$ cat src/rtl/slot_pin_mux.sv
// Per-slot pad multiplexer: maps CS/dig-out/PWM/phase/UART onto slot pads by type code, with quiesce-on-reconfig.
// Latency: internal inputs -> pads 1 cycle; pads -> pin_in SYNC_STAGES; pads -> UC_RXD0 SYNC_STAGES+1.
// No backpressure: purely combinational routing plus registered outputs, every cycle.

`ifndef M_DIR_OUT
`define M_DIR_OUT 1'b1
`endif
`ifndef M_DIR_IN
`define M_DIR_IN 1'b0
`endif
`ifndef DEV_TYPE_STEPPER
`define DEV_TYPE_STEPPER 8'h01
`endif
`ifndef DEV_TYPE_SERVO
`define DEV_TYPE_SERVO 8'h02
`endif
`ifndef DEV_TYPE_OTM_DAC
`define DEV_TYPE_OTM_DAC 8'h03
`endif
`ifndef DEV_TYPE_RS232
`define DEV_TYPE_RS232 8'h04
`endif

module slot_pin_mux #(
    parameter int NUM_SLOTS              = 7,
    parameter int NUM_IO_PINS_PER_SLOT   = 10,
    parameter int SLOT_TYPE_CONFIG_WIDTH = 8,
    parameter int NUM_CS_PER_SLOT        = 2,
    parameter int NUM_DIG_OUT_PER_SLOT   = 2,
    parameter int NUM_INTRPTS_PER_SLOT   = 3,
    parameter int SYNC_STAGES            = 2,
    parameter int SETTLE_CYCLES          = 16,
    parameter int DEBOUNCE_CYCLES        = 8
) (
    input  logic                                               clk,
    input  logic                                               resetn,
    input  logic [NUM_SLOTS*SLOT_TYPE_CONFIG_WIDTH-1:0]        slot_type_config,
    input  logic [NUM_SLOTS*NUM_CS_PER_SLOT-1:0]               cs_decoded,
    input  logic [NUM_SLOTS*NUM_DIG_OUT_PER_SLOT-1:0]          dig_out,
    input  logic [NUM_SLOTS-1:0]                               pwm_out,
    input  logic [NUM_SLOTS-1:0]                               servo_phase,
    input  logic [NUM_SLOTS*NUM_IO_PINS_PER_SLOT-1:0]          pin_in_raw,
    input  logic                                               UC_TXD0,
    output logic [NUM_SLOTS*NUM_IO_PINS_PER_SLOT-1:0]          pin_io_dir,
    output logic [NUM_SLOTS*NUM_IO_PINS_PER_SLOT-1:0]          pin_out,
    output logic [NUM_SLOTS*NUM_IO_PINS_PER_SLOT-1:0]          pin_in,
    output logic [NUM_SLOTS*NUM_INTRPTS_PER_SLOT-1:0]          pin_intrpt,
    output logic                                               UC_RXD0,
    output logic [NUM_SLOTS-1:0]                               slot_ready
);

    localparam int NS  = NUM_SLOTS;
    localparam int NP  = NUM_IO_PINS_PER_SLOT;
    localparam int SW  = SLOT_TYPE_CONFIG_WIDTH;
    localparam int NCS = NUM_CS_PER_SLOT;
    localparam int NDO = NUM_DIG_OUT_PER_SLOT;
    localparam int NI  = NUM_INTRPTS_PER_SLOT;
    localparam int CW  = $clog2(SETTLE_CYCLES + 1);
    localparam int DW  = $clog2(DEBOUNCE_CYCLES + 1);

    localparam logic [SW-1:0] T_STEPPER = SW'(`DEV_TYPE_STEPPER);
    localparam logic [SW-1:0] T_SERVO   = SW'(`DEV_TYPE_SERVO);
    localparam logic [SW-1:0] T_OTM_DAC = SW'(`DEV_TYPE_OTM_DAC);
    localparam logic [SW-1:0] T_RS232   = SW'(`DEV_TYPE_RS232);

    typedef enum logic {QUIESCE = 1'b0, ACTIVE = 1'b1} state_t;

    function automatic logic known_type(input logic [SW-1:0] t);
        return (t == T_STEPPER) || (t == T_SERVO) || (t == T_OTM_DAC) || (t == T_RS232);
    endfunction

    // Only cs[0] of each slot is routed by any map; the other selects are intentionally unused.
    logic cs_unused;
    assign cs_unused = ^cs_decoded;

    logic [NS*NP-1:0] sync_q [SYNC_STAGES];
    state_t           state_q [NS];
    state_t           state_d [NS];
    logic [CW-1:0]    cnt_q [NS];
    logic [CW-1:0]    cnt_d [NS];
    logic [SW-1:0]    type_q [NS];
    logic [SW-1:0]    cfg [NS];
    logic [DW-1:0]    deb_q [NS*NI];
    logic [NS*NP-1:0] dir_d;
    logic [NS*NP-1:0] out_d;
    logic [NS*NI-1:0] src;
    logic [NS-1:0]    owner;
    logic             rxd_d;

    // Pad input synchroniser chain; the last stage is the published pin_in.
    always_ff @(posedge clk or negedge resetn) begin
        if (!resetn) begin
            for (int i = 0; i < SYNC_STAGES; i++) sync_q[i] <= '0;
        end else begin
            sync_q[0] <= pin_in_raw;
            for (int i = 1; i < SYNC_STAGES; i++) sync_q[i] <= sync_q[i-1];
        end
    end

    assign pin_in = sync_q[SYNC_STAGES-1];

    // Slot FSM next state: any type change drops to QUIESCE at once and restarts the settle count.
    always_comb begin
        for (int s = 0; s < NS; s++) begin
            cfg[s]     = slot_type_config[s*SW +: SW];
            state_d[s] = state_q[s];
            cnt_d[s]   = cnt_q[s];
            if (cfg[s] != type_q[s]) begin
                state_d[s] = QUIESCE;
                cnt_d[s]   = '0;
            end else if (state_q[s] == QUIESCE) begin
                if (cnt_q[s] == CW'(SETTLE_CYCLES - 1)) begin
                    if (known_type(cfg[s])) state_d[s] = ACTIVE;
                end else begin
                    cnt_d[s] = cnt_q[s] + CW'(1);
                end
            end
        end
    end

    // UART owner: the lowest-index slot that will be ACTIVE this cycle with a UART-capable type.
    always_comb begin
        logic taken;
        taken = 1'b0;
        owner = '0;
        for (int s = 0; s < NS; s++) begin
            if (!taken && state_d[s] == ACTIVE && (cfg[s] == T_STEPPER || cfg[s] == T_RS232)) begin
                owner[s] = 1'b1;
                taken    = 1'b1;
            end
        end
    end

    // Pad map for every ACTIVE slot; everything else defaults to input, driven low, interrupt idle.
    always_comb begin
        dir_d = {(NS*NP){`M_DIR_IN}};
        out_d = '0;
        src   = '1;
        rxd_d = 1'b1;
        for (int s = 0; s < NS; s++) begin
            if (state_d[s] == ACTIVE) begin
                case (cfg[s])
                    T_STEPPER: begin
                        dir_d[s*NP+0] = `M_DIR_OUT;
                        out_d[s*NP+0] = owner[s] ? UC_TXD0 : 1'b1;
                        dir_d[s*NP+1] = `M_DIR_OUT;
                        out_d[s*NP+1] = dig_out[s*NDO+0];
                        dir_d[s*NP+6] = `M_DIR_OUT;
                        out_d[s*NP+6] = cs_decoded[s*NCS+0];
                        src[s*NI+0]   = pin_in[s*NP+2];
                        src[s*NI+1]   = pin_in[s*NP+3];
                        src[s*NI+2]   = pin_in[s*NP+4];
                        if (owner[s]) rxd_d = pin_in[s*NP+5];
                    end
                    T_SERVO: begin
                        dir_d[s*NP+0] = `M_DIR_OUT;
                        out_d[s*NP+0] = dig_out[s*NDO+0];
                        dir_d[s*NP+4] = `M_DIR_OUT;
                        out_d[s*NP+4] = dig_out[s*NDO+1];
                        dir_d[s*NP+5] = `M_DIR_OUT;
                        out_d[s*NP+5] = servo_phase[s];
                        dir_d[s*NP+7] = `M_DIR_OUT;
                        out_d[s*NP+7] = pwm_out[s];
                        src[s*NI+0]   = pin_in[s*NP+1];
                    end
                    T_OTM_DAC: begin
                        dir_d[s*NP+0] = `M_DIR_OUT;
                        out_d[s*NP+0] = cs_decoded[s*NCS+0];
                        dir_d[s*NP+7] = `M_DIR_OUT;
                        out_d[s*NP+7] = dig_out[s*NDO+0];
                    end
                    T_RS232: begin
                        dir_d[s*NP+0] = `M_DIR_OUT;
                        out_d[s*NP+0] = owner[s] ? UC_TXD0 : 1'b1;
                        if (owner[s]) rxd_d = pin_in[s*NP+1];
                    end
                    default: ;
                endcase
            end
        end
    end

    // Slot state and registered pad outputs.
    always_ff @(posedge clk or negedge resetn) begin
        if (!resetn) begin
            pin_io_dir <= {(NS*NP){`M_DIR_IN}};
            pin_out    <= '0;
            UC_RXD0    <= 1'b1;
            slot_ready <= '0;
            for (int s = 0; s < NS; s++) begin
                state_q[s] <= QUIESCE;
                cnt_q[s]   <= '0;
                type_q[s]  <= '0;
            end
        end else begin
            pin_io_dir <= dir_d;
            pin_out    <= out_d;
            UC_RXD0    <= rxd_d;
            for (int s = 0; s < NS; s++) begin
                state_q[s]    <= state_d[s];
                cnt_q[s]      <= cnt_d[s];
                type_q[s]     <= cfg[s];
                slot_ready[s] <= (state_d[s] == ACTIVE);
            end
        end
    end

    // Interrupt debounce: output flips only after the source has disagreed for DEBOUNCE_CYCLES in a row.
    always_ff @(posedge clk or negedge resetn) begin
        if (!resetn) begin
            pin_intrpt <= '1;
            for (int k = 0; k < NS*NI; k++) deb_q[k] <= '0;
        end else begin
            for (int k = 0; k < NS*NI; k++) begin
                if (state_d[k/NI] != ACTIVE) begin
                    pin_intrpt[k] <= 1'b1;
                    deb_q[k]      <= '0;
                end else if (src[k] == pin_intrpt[k]) begin
                    deb_q[k] <= '0;
                end else if (deb_q[k] == DW'(DEBOUNCE_CYCLES - 1)) begin
                    pin_intrpt[k] <= ~pin_intrpt[k];
                    deb_q[k]      <= '0;
                end else begin
                    deb_q[k] <= deb_q[k] + DW'(1);
                end
            end
        end
    end

endmodule

$ cat config.mk
export PLATFORM = sky130hd
export DESIGN_NAME = slot_pin_mux
export DESIGN_NICKNAME = d
export VERILOG_FILES = /design/src/rtl/slot_pin_mux.sv
export SDC_FILE = /design/constraint.sdc
export NUM_CORES = 1
export LEC_CHECK = 0
export ABC_CLOCK_PERIOD_IN_PS = 2840
export BUFFER_PORTS_ARGS = -buffer_cell sky130_fd_sc_hd__buf_2
export CAP_MARGIN = 0
export CORE_ASPECT_RATIO = 1.4
export CORE_UTILIZATION = 53
export DETAILED_ROUTE_END_ITERATION = 8
export HOLD_SLACK_MARGIN = 0.03
export PLACE_DENSITY = 0.83
export SYNTH_ARGS = -nofsm -noshare
export SYNTH_HDL_FRONTEND = slang
export SYNTH_SLANG_ARGS = --single-unit
$ cat constraint.sdc
create_clock -name clk -period 2.84 [get_ports clk]
set_input_delay 0.142 -clock clk [delete_from_list [all_inputs] [get_ports clk]]
set_output_delay 0.142 -clock clk [all_outputs]
set_load 0.03 [all_outputs]
==> impl_metrics.toml, run 1 <==
[status]
outcome = "complete, no violations"

[drt]
drtAntennaViolNets = 0
drc_errors = 0
dr.pass1.iters = 5
vias = 11568
wl_um = 39700
drt_iter0_drc = 398
wire_per_inst_um = 17.6
vias_per_cell = 5.14

[setup_path]
worst_ep_arrival_time_ps = 3150
r2r-start = "cnt_q[20]"
worst_path_most_repeated_cell = "ha_1"
cp-start-kind = "register"
reg2regPathDepth = 10
crit_type = "reg2reg"
cp-startpoint = "cnt_q[20]"
slowest_delay_ps = 470
cp_slowest_cell = "nor4b_2"
path_cells = "ha_1 > and3_1 > ha_1 > nor3b_1 > a41oi_1 > nor4b_2 > o221ai_2 > o311a_1 > o2bb2ai_1 > o21ai_1"
critPathMaxFanout = 3
critical_path_required_ps = 3300
end_kind = "register"

[clock_tree]
cts_tree = "built"
postCtsSetupRepairBufs = 0
cts_buffers = 40
h-tree-depth = 2
clockBufferDepth = 3
cts_root_buf = "clkbuf_16"
cts.clk_slew.worst_paths_ps = 60
cts_sinks = 414
worstSkewPairLatency_ps = 540

[place]
dpl.cell_count = 2012
hpwl_um = 25600
placed_area_um2 = 18100
gp_congestion = 0.822
port_buffers = 346

[layout]
syn_to_final_growth_pct = 27.7
design_area_um2 = 21100
drive_gt1_share_pct = 25.4
final_util_pct = 68.6
multi_input_area_um2 = 5130
nets = 2034
area.sequential_um2 = 10400
fillers = 2046
instances_no_fill = 2251

[sta]
max_clock_freq_ghz = 0.372
rsz0062_at_grt = "yes"
worst_pin_slew_ps = 783
maxSlewHeadroom_pct = 47.8
min_period_ps = 2690
finalSetupViolCount = 0
finalClockSkew_ps = 21.0
timing.final.hold_violations = 0
finalCritPeriodShare_pct = 94.8
drv_slew = 0

[yosys]
netlist_instances = 1366
synth.ff_latch_count = 414
synth_ff_type = "dfrtp_1"
ys_seq_area_share_pct = 62.9
netlist_area_um2 = 16500
synth_edf_count = 0
post_synth_num_cell_types = 54
syn_avg_cell_area_um2 = 12.1
synthArstFlopShare_pct = 100
synth_warnings = 0

[grt]
grt_pass1_vias = 12401
grt_max_degree = 93
antenna_found_initial = 1
track_usage_pct = 25.4
grt-ovfl-total = 0
grt_pass1_wl_um = 62400

[power]
ir_drop_mv = 0.502
powerDensity_nw_per_um2 = 594
leakage_uw = 0.0103
p_sw_uw = 2920
cell_internal_pwr_uw = 9600
pwr-share-clk_pct = 43.7
comb_power_share_pct = 7.5
finalPower_uw = 12500
p_sw_share_pct = 23.3
p_seq_share_pct = 48.7

[job]
maxCapViolations = 0

[floorplan]
die_h_um = 211
ios = 410
die-area_um2 = 31900
start_util_pct = 53.8
core_area_um2 = 30700
die_width_um = 151
std_cell_rows = 76

[worst_hold_path]
holdPathStages = 3
hp-start = "UC_TXD0"
hold_class = "in2reg"
## worst max-delay path: cells and delay by family (launching register included)
kind                     cells  cell delay, ps
AO/OA/AOI/OAI                5            1000
adder cells (fa/ha/maj)      2             370
flip-flops                   1             400
AND/OR/NAND/NOR              3             850
## kinds of logic (layout without fill, tap and decap cells)
family | count (synthesis) | count (layout) | synth area share, %
xor gates and xnor gates | 142 | 142 | 7.53
buffers and inverters | 183 | 621 | 7.42
other | 1 | 58 | 0.0227
AOI/OAI and AO/OA | 93 | 93 | 3.58
muxes | 19 | 19 | 1.17
adders and majority gates | 35 | 35 | 2.65
and+or+nand+nor | 479 | 479 | 14.7
DFF | 414 | 414 | 62.9
## power groups by stage
stage | sequential (µW) | combinational [µW] | clock [µW]
floorplan | 6190 | 499 | 0
global placement | 6200 | 728 | 0
detailed placement | 6210 | 745 | 0
CTS | 6100 | 930 | 5570
global route | 6110 | 1020 | 5790
finish | 6100 | 944 | 5480
## worst paths after layout
check / endpoint / slack [ps]
setup / recovery: UC_RXD0 / 150
hold / removal: pin_out[20] / 70
setup reg to reg: UC_RXD0 / 150
hold reg to reg: pin_in[6] / 340
max in group asynchronous: pin_intrpt[13] / 1660
min in group asynchronous: deb_q[66] / 250
## cell type report
cell class | count | area share, %
well taps | 390 | 2.31
inverters | 15 | 0.267
clock buffers | 55 | 5.55
diodes | 2 | 0.0237
flip-flops and latches | 414 | 49.3
clock inverters | 18 | 0.979
multi-input cells | 824 | 24.3
repair buffers | 533 | 17.3
## per-layer routing
layer	vias to the layer above	track usage [%]	routed length [µm]
met5	-	0	0
met4	0	10.5	1510
met3	112	4.41	2300
met2	414	47.3	21800
met1	5707	27.9	14100
li1	5335	-	-
## state kept, by name (all words and copies together), names as in the netlist
signal	cells
pin_in	70
pin_io_dir	28
pin_out	42
type_q	56
sync_q	70
UC_RXD0	1
cnt_q	35
slot_ready	7
pin_intrpt	21
deb_q	84
## through the flow
stage | setup TNS [ps] | hold WS, ps | setup WS (ps)
5_1_grt | -7.26 | 103 | -4.89
2_1_floorplan | 0 | -154 | 405
4_1_cts | -29.6 | 40.3 | -17.3
3_3_place_gp | 0 | 231 | 132
6_report | 0 | 68.3 | 149
3_5_place_dp | 0 | 237 | 25.7
## cells in the mapped netlist, drive strengths merged (4+ instances only)
| master | instances | area [µm²] |
|---|---|---|
| dfstp | 22 | 578 |
| inv | 15 | 56.3 |
| o21ai | 23 | 115 |
| nor3 | 58 | 290 |
| nand3b | 23 | 173 |
| a211oi | 8 | 60.1 |
| nor4 | 20 | 125 |
| clkbuf | 23 | 86.3 |
| a21oi | 25 | 125 |
| xor2 | 78 | 683 |
| and2 | 31 | 194 |
| nand4 | 14 | 87.6 |
| nand3 | 34 | 170 |
| or3 | 8 | 55.1 |
| nor2b | 6 | 37.5 |
| or2 | 4 | 25.0 |
| o211ai | 13 | 97.6 |
| nor2 | 131 | 492 |
| nor3b | 23 | 173 |
| and3 | 36 | 225 |
| a31oi | 8 | 50.1 |
| dfrtp | 392 | 9810 |
| xnor2 | 64 | 561 |
| buf | 145 | 1080 |
| mux2i | 17 | 170 |
| nand2 | 83 | 312 |
| ha | 35 | 438 |
## cells in the final DEF (no fill, tap or decap), types with 23 or more instances in the layout
cell,count
nor2_1,131
xnor2_1,64
nor3b_1,23
dfrtp_1,392
clkbuf_16,42
dlygate4sd3_1,164
xor2_1,78
nand3_1,34
ha_1,35
nor3_1,57
and2_1,31
conb_1,56
and3_1,36
nand2_1,83
a21oi_1,25
nand3b_1,23
buf_2,345
## what timing repair did
| action | CTS | global route |
|---|---|---|
| hold endpoints to repair | 259 | 0 |
| resized for setup | 0 | 2 |
| endpoints found under the setup margin | 2 | 4 |
| hold buffers | 164 | 0 |
Note: power is estimated with default switching activity, not from simulation.
==> run 2: changes to the inputs <==
--- a/config.mk
+++ b/config.mk
@@ -6,7 +6,7 @@
 export NUM_CORES = 1
 export LEC_CHECK = 0
 export ABC_CLOCK_PERIOD_IN_PS = 2840
-export BUFFER_PORTS_ARGS = -buffer_cell sky130_fd_sc_hd__buf_2
+export BUFFER_PORTS_ARGS = -buffer_cell sky130_fd_sc_hd__buf_4
 export CAP_MARGIN = 0
 export CORE_ASPECT_RATIO = 1.4
 export CORE_UTILIZATION = 53
==> run 2 against run 1 <==
  * Sequential share of layout area decreased by 2.0 points
  * Clock-buffer cell count increased by 5
  * First-iteration DRC count increased by 11%
  * Wire length increased by 2.7%
  * Worst setup slack improved by 47 ps
  * Critical path type unchanged
  * Largest cell class unchanged
==> impl_metrics.toml, run 2 (synthesis results as in run 1) <==
[clock_tree]
cts_tree = "built"
cts.clk_slew.worst_paths_ps = 70
cts_buffers = 41
cts_sinks = 414
worstSkewPairLatency_ps = 540
h-tree-depth = 2
cts_root_buf = "clkbuf_16"
clockBufferDepth = 3

[status]
outcome = "complete, no violations"

[setup_path]
worst_path_most_repeated_cell = "ha_1"
slowest_delay_ps = 400
worst_ep_arrival_time_ps = 3080
ff2ff_setup_slack_ps = 200
cp_num_buf_inv = 1
cp-start-kind = "register"
cp-startpoint = "cnt_q[20]"
reg2regPathDepth = 11
critical_path_depth = 11
r2r-start = "cnt_q[20]"
path_cells = "ha_1 > and3_1 > ha_1 > nor3b_1 > a41oi_2 > nor3_1 > and2_1 > a2111oi_2 > buf_4 > a31oi_1 > o21a_1"
reg2reg_to = "pin_out[60]"
cp_slowest_cell = "dfrtp_1"
end_kind = "register"
endpoint = "pin_out[60]"
crit_family = "compound AO/OA/AOI/OAI gates"
critical_path_required_ps = 3270
critPathMaxFanout = 3
crit_type = "reg2reg"

[drt]
drc_errors = 0
vias = 11717
wl_met2_um = 22600
met3_length_um = 2190
topRoutingLayerUsed = "met4"
wl_um = 40800
vias_per_cell = 5.21
drt_iter0_drc = 441
drtAntennaViolNets = 0
dr.pass1.iters = 5
met1_length_um = 14500
wire_per_inst_um = 18.1

[grt]
grt-ovfl-total = 0
track_usage_pct = 26.0
grt_max_degree = 96
grt_pass1_wl_um = 63900
grt_pass1_vias = 12661
antenna_found_initial = 1

[sta]
min_period_ps = 2640
hold_slack_ps = 236
timing.final.hold_violations = 0
finalCritPeriodShare_pct = 93.1
maxSlewHeadroom_pct = 46.8
drv_slew = 0
setup_slack_ps = 196
max_clock_freq_ghz = 0.378
rsz0062_at_grt = "no"
worst_pin_slew_ps = 798
finalClockSkew_ps = 17.7
finalSetupViolCount = 0
fin_tns_setup_ps = 0

[layout]
drive_gt1_share_pct = 25.3
instances_no_fill = 2249
final_common_cell = "dfrtp_1"
fillers = 1926
layout_common_cells = "dfrtp_1, buf_4, dlygate4sd3_1"
multi_input_area_um2 = 5140
area.sequential_um2 = 10400
syn_to_final_growth_pct = 33.1
top_register = "deb_q"
nets = 2032
largest_reg_flops = 84

[floorplan]
start_util_pct = 53.8
ios = 410
die_width_um = 151
die_h_um = 211
std_cell_rows = 76
core_area_um2 = 30700
die-area_um2 = 31900

[place]
hpwl_um = 25900
pre_cts_ws_ps = 92.7
gp_congestion = 0.825
port_buffers = 346
dpl.cell_count = 2010

[job]
maxCapViolations = 0

[power]
powerDensity_nw_per_um2 = 591
finalPower_uw = 13000
ir_drop_mv = 0.708
leakage_uw = 0.0105

[worst_hold_path]
hold_class = "in2async"
[run 2: how the worst min path moves through the flow]
stage                   start        endpoint  slack [ps]  cells past startpoint
6_report               resetn       cnt_q[27]         240                      2
2_1_floorplan          resetn        cnt_q[0]        -150                      0
5_1_grt        pin_in_raw[19]      sync_q[89]         230                      2
3_3_place_gp           resetn  pin_io_dir[10]         250                      1
4_1_cts         pin_in_raw[8]      sync_q[78]         220                      2
3_5_place_dp           resetn  pin_io_dir[10]         250                      1
[run 2: final cells by class]
| cell class | instances | area share [%] |
|---|---|---|
| Sequential cell | 414 | 47.2 |
| Multi-Input combinational cell | 824 | 23.4 |
| Timing Repair Buffer | 530 | 20.2 |
| Clock buffer | 60 | 5.50 |
| Tap cell | 390 | 2.22 |
| Clock inverter | 15 | 1.18 |
| Inverter | 15 | 0.256 |
| Antenna cell | 1 | 0.0114 |
[run 2: per-stage QoR]
step / utilization [%] / area (µm²)
2_1_floorplan: - / 16700
3_3_place_gp: 61.4 / 18900
3_5_place_dp: 61.4 / 18900
4_1_cts: 71.5 / 22000
5_1_grt: 71.6 / 22000
6_report: 71.6 / 22000
[run 2: power by group]
group | internal (µW) | total, µW | leakage (µW) | switching [µW]
registers | 6040 | 6110 | 0.00526 | 66.8
logic | 455 | 1030 | 0.00456 | 578
clock network | 3600 | 5850 | 0.000720 | 2250
[run 2: routing by layer]
metal  track usage (%)  vias to the layer above
met1              28.1                     5889
met5                 0                        -
met2              48.5                      404
met4              10.9                        0
li1                  -                     5316
met3              4.77                      108
[run 2: worst register-to-register path: stages (launching register included)]
cell and delay, ps:
dfrtp_1 400, ha_1 220, and3_1 180, ha_1 200, nor3b_1 160, a41oi_2 290, nor3_1 90, and2_1 170
a2111oi_2 320, buf_4 220, a31oi_1 90, o21a_1 200
[run 2: timing repair]
action | in CTS | in global routing
setup endpoints to repair | 0 | 3
hold endpoints to repair | 267 | 0
hold buffers | 163 | 0
resized for setup | 0 | 3
buffers inserted | 0 | 0
==> run 3: changes to the inputs <==
--- a/config.mk
+++ b/config.mk
@@ -11,6 +11,7 @@
 export CORE_ASPECT_RATIO = 1.4
 export CORE_UTILIZATION = 53
 export DETAILED_ROUTE_END_ITERATION = 8
+export GPL_TIMING_DRIVEN = 0
 export HOLD_SLACK_MARGIN = 0.03
 export PLACE_DENSITY = 0.83
 export SYNTH_ARGS = -nofsm -noshare
==> run 3 against run 2 <==
  * Core utilization increased by 3.3 points
  * Sequential power hardly changed
  * Critical path depth grew 1
  * Clock power decreased by 6.3%
  * Via count rose by 4.7%
  * Wire length is 3.3% higher
  * Clock skew down 0.86 ps
  * Cell count rose by 6.9%
==> impl_metrics.toml, run 3 (synthesis results as in run 1) <==
[status]
outcome = "complete, no violations"

[sta]
max_clock_freq_ghz = 0.373
maxSlewHeadroom_pct = 51.4
min_period_ps = 2680
timing.final.hold_violations = 0
finalSetupViolCount = 0
worst_pin_slew_ps = 722
fin_tns_setup_ps = 0
rsz0062_at_grt = "yes"
hold_slack_ps = 145
finalCritPeriodShare_pct = 94.5
drv_slew = 0
finalClockSkew_ps = 16.8

[clock_tree]
cts_sinks = 414
worstSkewPairLatency_ps = 550
cts_tree = "built"
h-tree-depth = 2
clockBufferDepth = 3
cts_root_buf = "clkbuf_16"
cts_buffers = 41
cts.clk_slew.worst_paths_ps = 60

[power]
p_sw_share_pct = 23.3
comb_power_share_pct = 9.3
ir_drop_mv = 0.646
powerDensity_nw_per_um2 = 555
p_sw_uw = 2980
p_seq_share_pct = 47.8
pwr-share-clk_pct = 42.9
leakage_uw = 0.0112
cell_internal_pwr_uw = 9790

[setup_path]
ff2ff_setup_slack_ps = 160
reg2regPathDepth = 12
reg2reg_to = "pin_out[30]"
crit_type = "reg2reg"
r2r-start = "cnt_q[20]"
end_kind = "register"
critPathMaxFanout = 3
worst_ep_arrival_time_ps = 3120
critical_path_required_ps = 3280
cp-start-kind = "register"

[drt]
drc_errors = 0
vias_per_cell = 5.10
vias = 12267
wl_um = 42100
wire_per_inst_um = 17.5
drt_iter0_drc = 519
dr.pass1.iters = 4
drtAntennaViolNets = 0

[layout]
fillers = 1811
top_register = "deb_q"
largest_reg_flops = 84
drive_gt1_share_pct = 30.2
final_util_pct = 74.9
design_area_um2 = 23000
nets = 2187
final_common_cell = "buf_4"
instances_no_fill = 2405
layout_common_cells = "buf_4, dfrtp_1, dlygate4sd3_1"
syn_to_final_growth_pct = 39.3

[floorplan]
ios = 410
die_width_um = 151
core_area_um2 = 30700
die_h_um = 211
std_cell_rows = 76
die-area_um2 = 31900
start_util_pct = 53.8

[grt]
grt-ovfl-total = 0
grt_pass1_wl_um = 66200
track_usage_pct = 27.0
grt_max_degree = 133
antenna_found_initial = 2
grt_pass1_vias = 13300

[place]
dpl.cell_count = 2162
gp_congestion = 0.825
placed_area_um2 = 19900
hpwl_um = 26600
port_buffers = 346

[worst_hold_path]
hold_class = "in2async"

[job]
maxCapViolations = 0
==> run 3: cell types whose count changed in the layout (fill, tap and decap cells not counted), moves of 3 or more <==
cell	before	now
buf_12	4	0
buf_16	0	3
buf_2	0	5
buf_4	362	487
bufinv_16	7	2
clkbuf_1	10	30
clkbuf_8	7	12
==> run 3: area by class of cell <==
class	count	area, µm²	area share, %
timing repair buffer	517	4360	18.9
tap	390	488	2.12
multi-input combinational	824	5170	22.5
antenna	2	5.00	0.0217
clock inverter	14	155	0.674
buffer	168	1170	5.08
inverter	15	56.3	0.245
sequential	414	10400	45.1
clock buffer	61	1220	5.31
==> run 3: power by group through the flow <==
| stage | clock [µW] | sequential, µW | combinational [µW] |
|---|---|---|---|
| final | 5480 | 6110 | 1180 |
| after floorplan | 0 | 6190 | 499 |
| after CTS | 5560 | 6100 | 1160 |
| after global routing | 5820 | 6110 | 1270 |
| after detailed placement | 0 | 6210 | 961 |
| after global placement | 0 | 6200 | 925 |
==> run 3: layer usage <==
metal	vias up	track usage [%]	share of wire (%)
met1	6094	29.0	36
met2	418	50.4	55
li1	5632	-	-
met4	2	12.8	4.3
met5	-	0	0.024
met3	121	4.54	5.2
==> run 3: worst max-delay path by stage <==
stage	cells past startpoint	from	end
5_1_grt	10	cnt_q[21]	UC_RXD0
6_report	12	cnt_q[20]	pin_out[30]
4_1_cts	12	cnt_q[20]	pin_out[60]
3_3_place_gp	1	resetn	sync_q[108]
3_5_place_dp	8	cnt_q[25]	pin_out[40]
2_1_floorplan	10	cnt_q[20]	pin_out[60]
==> run 3: per-stage QoR <==
step	setup WS [ps]	total power, µW
3_3_place_gp	-2240	7120
6_report	156	12800
2_1_floorplan	405	6690
5_1_grt	-4.87	13200
3_5_place_dp	-264	7170
4_1_cts	-6.34	12800
==> run 3: critical path, stage by stage (launching register included) <==
cell and delay, ps:
dfrtp_1 400, ha_1 210, and3_1 180, ha_1 200, nor3b_1 150, a41oi_2 250
nor3_2 100, and2_1 180, a2111oi_2 300, buf_2 230, buf_4 130, a21oi_1 50
o21a_1 190
==> run 3: repair_timing <==
item,CTS,global route
endpoints found under the setup margin,4,11
hold buffers,165,0
resized for setup,7,5
hold endpoints to repair,247,0
setup buffers,1,1
pin swaps,0,1
